==> src/rtl/serial_sub_pkg.sv <==
// Shared definitions for the bit-serial subtractor.
// Contents:
//   S_IDLE / S_SHIFT / S_DONE  FSM state encodings
//   sub_ovf()                  signed-overflow rule for A-B from the sign bits
package serial_sub_pkg;

  localparam logic [1:0] S_IDLE  = 2'd0;
  localparam logic [1:0] S_SHIFT = 2'd1;
  localparam logic [1:0] S_DONE  = 2'd2;

  // A-B overflows when the operands have opposite signs and the result sign
  // differs from the minuend sign.
  function automatic logic sub_ovf(input logic a_msb, input logic b_msb, input logic d_msb);
    return (a_msb != b_msb) && (d_msb != a_msb);
  endfunction

endpackage

==> src/rtl/serial_subtractor_full_adder.sv <==
// Single-bit full-adder cell reused by the serial subtractor.
// Ports:
//   a, b  operand bits
//   ci    carry in
//   s     sum bit
//   co    carry out
module serial_subtractor_full_adder (
  input  logic a,
  input  logic b,
  input  logic ci,
  output logic s,
  output logic co
);

  assign s  = a ^ b ^ ci;
  assign co = (a & b) | (ci & (a ^ b));

endmodule

==> src/rtl/serial_subtractor.sv <==
// Bit-serial A-B subtractor behind a valid/ready handshake.
// One full-adder cell computes A + ~B + 1 LSB-first over WIDTH cycles.
// Optional feature macro: SERIAL_SUB_OVF_EN adds the Ovf (signed overflow) port.
// Ports:
//   clk        rising-edge clock
//   rst        synchronous active-high reset
//   in_valid   operands A,B presented
//   in_ready   idle, operands accepted
//   A, B       minuend, subtrahend
//   out_valid  Diff/Bout(/Ovf) valid, held until out_ready
//   out_ready  consumer accepts result
//   Diff       (A-B) mod 2**WIDTH
//   Bout       borrow, 1 iff unsigned A < B
//   Ovf        signed overflow (SERIAL_SUB_OVF_EN only)
module serial_subtractor
  import serial_sub_pkg::*;
#(
  parameter int WIDTH = 4,
  parameter int CNT_W = 3
) (
  input  logic             clk,
  input  logic             rst,
  input  logic             in_valid,
  output logic             in_ready,
  input  logic [WIDTH-1:0] A,
  input  logic [WIDTH-1:0] B,
  output logic             out_valid,
  input  logic             out_ready,
  output logic [WIDTH-1:0] Diff,
  output logic             Bout
`ifdef SERIAL_SUB_OVF_EN
  ,
  output logic             Ovf
`endif
);

  localparam logic [CNT_W-1:0] LAST_BIT = CNT_W'(WIDTH - 1);

  logic [1:0]       state_r;
  logic [CNT_W-1:0] cnt_r;
  logic [WIDTH-1:0] a_sh_r;
  logic [WIDTH-1:0] b_sh_r;
  logic [WIDTH-1:0] diff_r;
  logic             carry_r;
  logic             bout_r;
  logic             in_ready_r;
  logic             out_valid_r;
  logic             fa_sum_s;
  logic             fa_co_s;
`ifdef SERIAL_SUB_OVF_EN
  logic             a_msb_r;
  logic             b_msb_r;
  logic             ovf_r;
`endif

  // b_sh_r already holds ~B and carry starts at 1, so the cell adds A + ~B + 1.
  serial_subtractor_full_adder u_fa (
    .a  (a_sh_r[0]),
    .b  (b_sh_r[0]),
    .ci (carry_r),
    .s  (fa_sum_s),
    .co (fa_co_s)
  );

  // FSM, bit counter, operand/result shift registers and carry flop.
  always_ff @(posedge clk) begin
    if (rst) begin
      state_r     <= S_IDLE;
      cnt_r       <= '0;
      a_sh_r      <= '0;
      b_sh_r      <= '0;
      diff_r      <= '0;
      carry_r     <= 1'b0;
      bout_r      <= 1'b0;
      in_ready_r  <= 1'b1;
      out_valid_r <= 1'b0;
`ifdef SERIAL_SUB_OVF_EN
      a_msb_r     <= 1'b0;
      b_msb_r     <= 1'b0;
      ovf_r       <= 1'b0;
`endif
    end else begin
      case (state_r)
        S_IDLE: begin
          if (in_valid && in_ready_r) begin
            a_sh_r     <= A;
            b_sh_r     <= ~B;
            carry_r    <= 1'b1;
            cnt_r      <= '0;
            diff_r     <= '0;
            bout_r     <= 1'b0;
            in_ready_r <= 1'b0;
            state_r    <= S_SHIFT;
`ifdef SERIAL_SUB_OVF_EN
            a_msb_r    <= A[WIDTH-1];
            b_msb_r    <= B[WIDTH-1];
            ovf_r      <= 1'b0;
`endif
          end
        end
        S_SHIFT: begin
          // Each sum bit enters at the MSB; after WIDTH shifts bit 0 lands at Diff[0].
          diff_r  <= {fa_sum_s, diff_r[WIDTH-1:1]};
          a_sh_r  <= {1'b0, a_sh_r[WIDTH-1:1]};
          b_sh_r  <= {1'b0, b_sh_r[WIDTH-1:1]};
          carry_r <= fa_co_s;
          cnt_r   <= cnt_r + CNT_W'(1);
          if (cnt_r == LAST_BIT) begin
            state_r     <= S_DONE;
            out_valid_r <= 1'b1;
            // No final carry out of A + ~B + 1 means a borrow occurred.
            bout_r      <= ~fa_co_s;
`ifdef SERIAL_SUB_OVF_EN
            ovf_r       <= sub_ovf(a_msb_r, b_msb_r, fa_sum_s);
`endif
          end
        end
        S_DONE: begin
          if (out_valid_r && out_ready) begin
            state_r     <= S_IDLE;
            out_valid_r <= 1'b0;
            in_ready_r  <= 1'b1;
          end
        end
        default: begin
          state_r     <= S_IDLE;
          out_valid_r <= 1'b0;
          in_ready_r  <= 1'b1;
        end
      endcase
    end
  end

  assign in_ready  = in_ready_r;
  assign out_valid = out_valid_r;
  assign Diff      = diff_r;
  assign Bout      = bout_r;
`ifdef SERIAL_SUB_OVF_EN
  assign Ovf       = ovf_r;
`endif

endmodule

==> config.mk <==
export PLATFORM = sky130hd
export DESIGN_NAME = serial_subtractor
export DESIGN_NICKNAME = d
export VERILOG_FILES = /design/src/rtl/serial_sub_pkg.sv /design/src/rtl/serial_subtractor_full_adder.sv /design/src/rtl/serial_subtractor.sv
export SDC_FILE = /design/constraint.sdc
export NUM_CORES = 1
export LEC_CHECK = 0
export CELL_PAD_IN_SITES_DETAIL_PLACEMENT = 1
export CELL_PAD_IN_SITES_GLOBAL_PLACEMENT = 1
export CORE_MARGIN = 8
export CORE_UTILIZATION = 26
export DETAILED_ROUTE_END_ITERATION = 10
export PLACE_DENSITY = 0.64
export SLEW_MARGIN = 10
export SYNTH_ARGS = -nofsm -noshare
export SYNTH_HDL_FRONTEND = slang
export SYNTH_HIERARCHICAL = 1
export SYNTH_SLANG_ARGS = --single-unit
==> constraint.sdc <==
create_clock -name clk -period 1.36 [get_ports clk]
set_clock_uncertainty 0.15 [all_clocks]
set_input_delay 0.272 -clock clk [delete_from_list [all_inputs] [get_ports clk]]
set_output_delay 0.272 -clock clk [all_outputs]
set_load 0.02 [all_outputs]
# Yosys cells after proc, flatten, opt, wreduce, memory -nomap -nowiden
# Index checks and enable logic that the tools add are counted.
[totals]
word_cells = 56
ff_bits = 21
inputBits = 12
output_inout_bits = 7
[classes]
eq_ne = 6
reduce_logical = 9
n_addsub = 1
n_mux = 22
n_bitwise = 9
[op_table]
columns = ["cell", "count"]
rows = [
  ["$pmux 4 s2", 3],
  ["$mux 4", 3],
  ["$reduce_and 3->1", 4],
  ["$mux 1", 6],
  ["$mux 2", 3],
  ["$ne 2x2->1 const B", 3],
  ["$pmux 1 s3", 2],
  ["$pmux 2 s3", 1],
  ["$pmux 3 s2", 1],
  ["$not 4->4", 1],
  ["$pmux 1 s2", 2],
  ["$add 3x1->3 const B", 1],
  ["$eq 3x2->1 const B", 1],
  ["$mux 3", 1],
  ["$not 1->1", 3],
  ["$and 1x1->1", 2],
  ["$eq 2x1->1 const B", 1],
  ["$eq 2x2->1 const B", 1],
  ["$logic_and 1x1->1", 2],
  ["$logic_not 2->1", 1],
  ["$reduce_and 2->1", 1],
  ["$reduce_bool 2->1", 1],
  ["$xor 1x1->1", 2],
  ["$or 1x1->1", 1],
]

# Depth between registers and ports, before layout
# Gate-level depths: netlist of run 1.
[depth]
ltp_word = 6
mapped_depth = 5
mapped_depth_nobuf = 5

# By module
# The synthesis of run 1 kept the hierarchy.
[modules_own_cells]
columns = ["module", "n_inst", "seq_area_each_um2", "cells_per_inst", "area_each_um2"]
rows = [
  ["serial_subtractor", 1, 420.4, 109, 943.4],
  ["serial_subtractor_full_adder", 1, 0.0, 1, 20.0],
]

# Worst setup path after synthesis of run 1
# Ideal clock, no wire load.
[synth_timing]
path_type = "register to register"
startpoint = "register in_ready_r, in the netlist in_ready"
endpoint = "register a_sh_r[3]"
path_stages_with_launch = 4
path_slack_ns = -0.130
period_less_slack_ns = 1.490
t_arrival_ns = 1.266
t_required_ns = 1.136
n_path_buf = 0
setup_ns = 0.074
path_cell_list = "dfxtp_1 > nand2_2 > or4b_1 > a31oi_1"
[synth_via]
elab_chain_cells = 3
[synth_rtl]
columns = ["item", "line", "source"]
rows = [
  ["start, declared", "serial_subtractor.sv:46", "logic in_ready_r;"],
  ["start signal, assigned", "serial_subtractor.sv:75", "in_ready_r <= 1'b1;"],
  ["start signal, assigned", "serial_subtractor.sv:92", "in_ready_r <= 1'b0;"],
  ["start signal, assigned", "serial_subtractor.sv:122", "in_ready_r <= 1'b1;"],
  ["$logic_and 1x1->1", "serial_subtractor.sv:85", "if (in_valid && in_ready_r) begin"],
  ["$ne 2x2->1 (no line)", "--", ""],
  ["$reduce_and 2->1 (no line)", "--", ""],
  ["end signal, assigned", "serial_subtractor.sv:104", "a_sh_r <= {1'b0, a_sh_r[WIDTH-1:1]};"],
  ["end, declared", "serial_subtractor.sv:41", "logic [WIDTH-1:0] a_sh_r;"],
]
# Every way passes these cells.
# A chain may end at the register's enable or synchronous reset.

# Final worst setup path of run 1
[layout_timing]
startpoint = "register cnt_r[0]"
endpoint = "register bout_r, in the netlist Bout"
[layout_via]
elab_chain_cells = 3
[layout_rtl]
columns = ["item", "line", "source"]
rows = [
  ["start, declared", "serial_subtractor.sv:40", "logic [CNT_W-1:0] cnt_r;"],
  ["start signal, assigned", "serial_subtractor.sv:107", "cnt_r <= cnt_r + CNT_W'(1);"],
  ["$eq 3x2->1", "serial_subtractor.sv:108", "if (cnt_r == LAST_BIT) begin"],
  ["$ne 2x2->1 (no line)", "--", ""],
  ["$reduce_and 3->1 (no line)", "--", ""],
  ["end signal, assigned", "serial_subtractor.sv:112", "bout_r <= ~fa_co_s;"],
  ["end, declared", "serial_subtractor.sv:45", "logic bout_r;"],
]
# Every way passes these cells.

==> results of run 1 <==
[registers in the layout, summed over array words and instances (netlist names)]
| register | count |
|---|---|
| in_ready | 1 |
| a_sh_r | 4 |
| carry_r | 1 |
| Diff | 4 |
| cnt_r | 3 |
| out_valid | 1 |
| b_sh_r | 4 |
| Bout | 1 |
| state_r | 2 |
[worst max-delay path: stages (launching register included)]
cell,delay [ps]
dfxtp_2,370
ha_4,150
ha_4,130
nand3b_1,120
or2_4,250
a21oi_1,110
[how the worst min path moves through the flow]
| stage | to | slack (ps) | depth (start not counted) | startpoint |
|---|---|---|---|---|
| after floorplan | cnt_r[0]$_SDFFE_PP0P_ | 280 | 1 | cnt_r[0]$_SDFFE_PP0P_ |
| after global placement | cnt_r[0]$_SDFFE_PP0P_ | 290 | 1 | cnt_r[0]$_SDFFE_PP0P_ |
| after detailed placement | cnt_r[0]$_SDFFE_PP0P_ | 320 | 1 | cnt_r[0]$_SDFFE_PP0P_ |
| after CTS | cnt_r[0]$_SDFFE_PP0P_ | 320 | 1 | cnt_r[0]$_SDFFE_PP0P_ |
| after global routing | cnt_r[0]$_SDFFE_PP0P_ | 340 | 1 | cnt_r[0]$_SDFFE_PP0P_ |
| final | cnt_r[0]$_SDFFE_PP0P_ | 330 | 1 | cnt_r[0]$_SDFFE_PP0P_ |
[placed cells by master (no fill, tap or decap), drive strengths merged, types with 7 or more instances in the layout]
cell type,instances
buf,24
dfxtp,21
nand2,16
a21oi,14
inv,7
clkbuf,9
clkdlybuf4s50,10
o21ai,8
[area by class of cell]
cell class	count	area, um2
clock buffers	4	45.0
fillers	450	2160
inverters	7	26.3
multi-input cells	74	538
flip-flops and latches	21	434
well taps	48	60.1
repair buffers	42	339
[power breakdown]
part | switching [uW] | internal [uW] | total [uW]
registers | 35.9 | 654 | 690
clock network | 198 | 208 | 406
logic | 133 | 162 | 295
[timing repair]
item	4_1_cts	5_1_grt
pin swaps	2	4
endpoints found under the hold margin	0	0
gates resized for setup	23	17
endpoints found under the setup margin	25	22
[per-layer routing]
layer	global-route usage	up-vias	routed length, um
li1	-	469	-
met5	0	-	0
met4	0.0346	0	28
met3	0.00816	2	30
met1	0.114	450	1270
met2	0.165	7	1410
[through the flow]
step / cell area [um2] / cells / setup TNS (ps)
4_1_cts: 1440 / 196 / -1.76
3_3_place_gp: 1350 / 192 / -5240
3_5_place_dp: 1350 / 192 / -5930
5_1_grt: 1440 / 196 / -79.5
6_report: 1440 / 196 / 0
2_1_floorplan: 967 / 110 / 0
[kinds of logic after synthesis]
group                    Yosys count  share of synthesized area
AO/OA/AOI/OAI                     39                      0.262
AND/OR/NAND/NOR                   28                      0.145
flip-flops                        21                      0.436
buffers and inverters             15                     0.0662
multiplexers                       4                     0.0429
adder cells (fa/ha/maj)            3                     0.0467
==> flow_summary.json, run 1 <==
{
  "total_of_hold_buffers_inserted_after_clock_tree_synthesis": 0,
  "most_numerous_cell_types_in_the_synthesized_netlist": "dfxtp_1, nand2_1, a21oi_1",
  "synthesis.instances": 110,
  "num_antenna_cells": 0,
  "timing.reg2reg.worst_path_depth": 5,
  "synthesis.nets": 125,
  "detailedPlace.worstSlack_ps": -430,
  "criticalPathCategory": "reg -> reg",
  "max_slew_headroom_at_the_worst_pin": 0.797,
  "crit_path_start_kind": "flip-flop",
  "start_util": 0.267,
  "regToRegStartpoint": "cnt_r[0]$_SDFFE_PP0P_",
  "nets": 164,
  "clkSlewWorstSetupHoldPaths_ps": 80,
  "finalSetupViolations": 0,
  "fin_worst_hold_slack_ps": 328,
  "max-vdd-ir-drop_mv": 0.373,
  "area_growth_pct": 49.7,
  "grtUsageTotal": 0.0936,
  "synth_warnings": 6,
  "design.portCount": 19,
  "p_leak_uw": 0.000575,
  "critPathLaunch": "cnt_r[0]$_SDFFE_PP0P_",
  "first_pass_grt_wire_length_um": 4710,
  "clock_sinks": 21,
  "min_period_over_period": 0.992,
  "netlist_top_cells_area": "dfxtp_1, a21oi_1, nand2_1, o21ai_0, buf_2",
  "postSynthRegisterBits": 21,
  "synth_top_area_cell": "dfxtp_1",
  "cts_root_buf": "clkbuf_8",
  "worstPathMaxFanout": 3,
  "fin_total_pwr_uw": 1390,
  "cp_data_arrival_time_ps": 1390,
  "mappedNetlistArea_um2": 963,
  "ys_async_sr_fraction": 0,
  "avgViaCountPerCell": 4.73,
  "drt_drc_violations_left": 0,
  "fmaxAchievable_mhz": 741,
  "cts_setup_buffers": 0,
  "drt-initial-drc-count": 34,
  "slew_violations": 0,
  "crit_path_end": "Bout$_SDFFE_PP0P_",
  "dieHeight_um": 76.9,
  "synthDominantCellAreaShare": 0.436,
  "critical_path_required_ps": 1400,
  "number_of_enable_type_register_cells_in_the_synthesized_netlist": 0,
  "tritoncts": "done",
  "grt_pass1_vias": 1024,
  "routedWlPerCell_um": 13.9,
  "crit-reg2reg-capture": "Bout$_SDFFE_PP0P_",
  "post-route-util": 0.400,
  "row_count": 22,
  "antenna_found_initial": 0,
  "postSynth.topFlopCell": "dfxtp_1",
  "avgSynthCellArea_um2": 8.76,
  "setup.worst_path.end_class": "flip-flop",
  "h_tree_depth": 1,
  "insertion_delay_ps": 250,
  "largest_net_degree_at_the_start_of_global_routing": 13,
  "worst_hold_path_type": "reg -> reg",
  "rsz0062_at_grt": "true",
  "route.vias.total": 928,
  "routabilityCongestion": 0.702,
  "setup_ws_ps": 10.8,
  "post-route-min-period_ps": 1350,
  "route.antenna.remaining_nets": 0,
  "drtPass1Iterations": 2,
  "grt.overflow.total": 0,
  "port_buffers": 18,
  "max_slew.worst_pin.slew_ps": 301,
  "fp.coreArea_um2": 3610,
  "post-dp-hpwl_um": 2080,
  "report.final.hold_viol_count": 0,
  "synth.distinct_cells": 30,
  "synth_seq_area_share": 0.436,
  "design.die.area_um2": 5910,
  "run_status": "finished, final reports clean",
  "cts_made_buffers": 3,
  "die_w_um": 76.9,
  "timing.max_cap.violations": 0,
  "routed_wirelength_um": 2730,
  "cts_buffer_depth": 2,
  "ff2ff_setup_slack_ps": 10,
  "power_per_cell_area_nw_per_um2": 964,
  "proportion_of_layout_cells_with_a_drive_suffix_above_1": 0.345,
  "dominant_cell_by_count_in_the_synthesized_netlist": "dfxtp_1"
}
Note: power is estimated with default switching activity, not from simulation.
==> run 2: changes to the inputs <==
--- a/config.mk
+++ b/config.mk
@@ -6,11 +6,11 @@
 export NUM_CORES = 1
 export LEC_CHECK = 0
 export CELL_PAD_IN_SITES_DETAIL_PLACEMENT = 1
-export CELL_PAD_IN_SITES_GLOBAL_PLACEMENT = 1
+export CELL_PAD_IN_SITES_GLOBAL_PLACEMENT = 2
 export CORE_MARGIN = 8
 export CORE_UTILIZATION = 26
 export DETAILED_ROUTE_END_ITERATION = 10
-export PLACE_DENSITY = 0.64
+export PLACE_DENSITY = 0.76
 export SLEW_MARGIN = 10
 export SYNTH_ARGS = -nofsm -noshare
 export SYNTH_HDL_FRONTEND = slang
==> flow_summary.json, run 2 (synthesis gave the netlist of run 1 again) <==
{
  "avgViaCountPerCell": 4.80,
  "route.vias.total": 959,
  "run_status": "complete, but fails checks",
  "regToRegStartpoint": "state_r[1]$_SDFFE_PP0P_",
  "finalSetupViolations": 3,
  "routedWlPerCell_um": 15.7,
  "route.antenna.remaining_nets": 0,
  "first_pass_grt_wire_length_um": 4810,
  "violations_in_the_final_reports": "setup timing",
  "criticalPathCategory": "reg -> reg",
  "finalSetupTns_ps": -86.4,
  "routabilityCongestion": 0.714,
  "clock_sinks": 21,
  "worst_hold_path_type": "reg -> reg",
  "largest_net_degree_at_the_start_of_global_routing": 13,
  "max_slew.worst_pin.slew_ps": 316,
  "grt.overflow.total": 0,
  "critical_path_required_ps": 1400,
  "design.portCount": 19,
  "power_per_cell_area_nw_per_um2": 926,
  "drtPass1Iterations": 4,
  "drt_drc_violations_left": 0,
  "max-vdd-ir-drop_mv": 0.323,
  "h_tree_depth": 1,
  "cts_root_buf": "clkbuf_8",
  "post-route-min-period_ps": 1410,
  "design.die.area_um2": 5910,
  "layout.cells.most_common": "buf_4",
  "whs_endpoint": "cnt_r[2]$_SDFFE_PP0P_",
  "cts_made_buffers": 3,
  "timing.max_cap.violations": 0,
  "report.final.hold_viol_count": 0,
  "fin_worst_hold_slack_ps": 334,
  "postPlaceCellArea_um2": 1360,
  "post-dp-hpwl_um": 2180,
  "start_util": 0.267,
  "timing.reg2reg.worst_path_depth": 3,
  "fin_area_um2": 1540,
  "grtUsageTotal": 0.0987,
  "hold_path_depth": 2,
  "p_leak_uw": 0.000610,
  "setup.worst_path.end_class": "flip-flop",
  "clkSlewWorstSetupHoldPaths_ps": 70,
  "dieHeight_um": 76.9,
  "cp_data_arrival_time_ps": 1450,
  "insertion_delay_ps": 260,
  "rsz0062_at_grt": "true",
  "commonest_cells_after_routing_fill_and_taps_aside": "buf_4, dfxtp_1, nand2_1",
  "ff2ff_setup_slack_ps": -50,
  "nets": 168,
  "setup_ws_ps": -49.4,
  "crit_path_start_kind": "flip-flop",
  "die_w_um": 76.9,
  "worstPathMaxFanout": 6,
  "area_growth_pct": 59.5,
  "tritoncts": "done",
  "cts_buffer_depth": 2,
  "port_buffers": 18,
  "fmaxAchievable_mhz": 710,
  "row_count": 22,
  "fillerInstances": 420,
  "fp.coreArea_um2": 3610,
  "proportion_of_layout_cells_with_a_drive_suffix_above_1": 0.421,
  "slew_violations": 0,
  "drt-initial-drc-count": 33,
  "max_slew_headroom_at_the_worst_pin": 0.786,
  "antenna_found_initial": 0,
  "crit-reg2reg-capture": "a_sh_r[3]$_SDFFE_PP0P_",
  "routed_wirelength_um": 3130,
  "min_period_over_period": 1.04,
  "start_point_of_the_worst_hold_path": "cnt_r[2]$_SDFFE_PP0P_",
  "grt_pass1_vias": 991,
  "num_antenna_cells": 0
}
[run 2: cell type report]
cell class | instances | area [um2] | area share
Multi-Input combinational cell | 74 | 591 | 0.384
Clock inverter | 1 | 5.00 | 0.00326
Clock buffer | 3 | 41.3 | 0.0269
Timing Repair Buffer | 46 | 378 | 0.246
Tap cell | 48 | 60.1 | 0.0391
Sequential cell | 21 | 435 | 0.283
Inverter | 7 | 26.3 | 0.0171
[run 2: power by group]
group | switching (uW) | internal (uW)
clock network | 203 | 204
registers | 37.1 | 655
logic | 153 | 172
[run 2: repair_timing]
item                       CTS  global route
gates cloned                 0             1
pin swaps                    5            10
hold buffers                 0             0
buffers inserted             0             4
gates resized for setup     21            33
setup endpoints to repair   23            20
[run 2: critical path, stage by stage (launching register included)]
cell,delay (ps)
dfxtp_4,380
buf_6,130
or4b_4,530
a31oi_4,160
[run 2: worst max path at each step]
| stage | endpoint | start | slack [ps] |
|---|---|---|---|
| finish | a_sh_r[3]$_SDFFE_PP0P_ | state_r[1]$_SDFFE_PP0P_ | -50 |
| global route | Diff[1]$_SDFFE_PP0P_ | state_r[0]$_SDFFE_PP0P_ | -90 |
| global placement | a_sh_r[3]$_SDFFE_PP0P_ | in_valid | -390 |
| floorplan | b_sh_r[3]$_SDFFE_PP0P_ | state_r[0]$_SDFFE_PP0P_ | 20 |
| CTS | a_sh_r[3]$_SDFFE_PP0P_ | state_r[0]$_SDFFE_PP0P_ | -20 |
| detailed placement | a_sh_r[3]$_SDFFE_PP0P_ | in_valid | -480 |
[run 2: routing by layer]
metal  part of all wire  vias to the layer above  global-route usage
met5                  0                        -                   0
met4              0.011                        0              0.0404
met3              0.015                        2              0.0117
met2               0.50                       11               0.163
met1               0.47                      468               0.126
li1                   -                      478                   -
[run 2: stage by stage]
step	util	total power, uW	setup WS (ps)	cells
2_1_floorplan	-	832	21.5	110
3_3_place_gp	0.378	974	-392	192
3_5_place_dp	0.378	986	-483	192
4_1_cts	0.399	1390	-16.8	196
5_1_grt	0.426	1500	-85.3	200
6_report	0.426	1420	-49.4	200
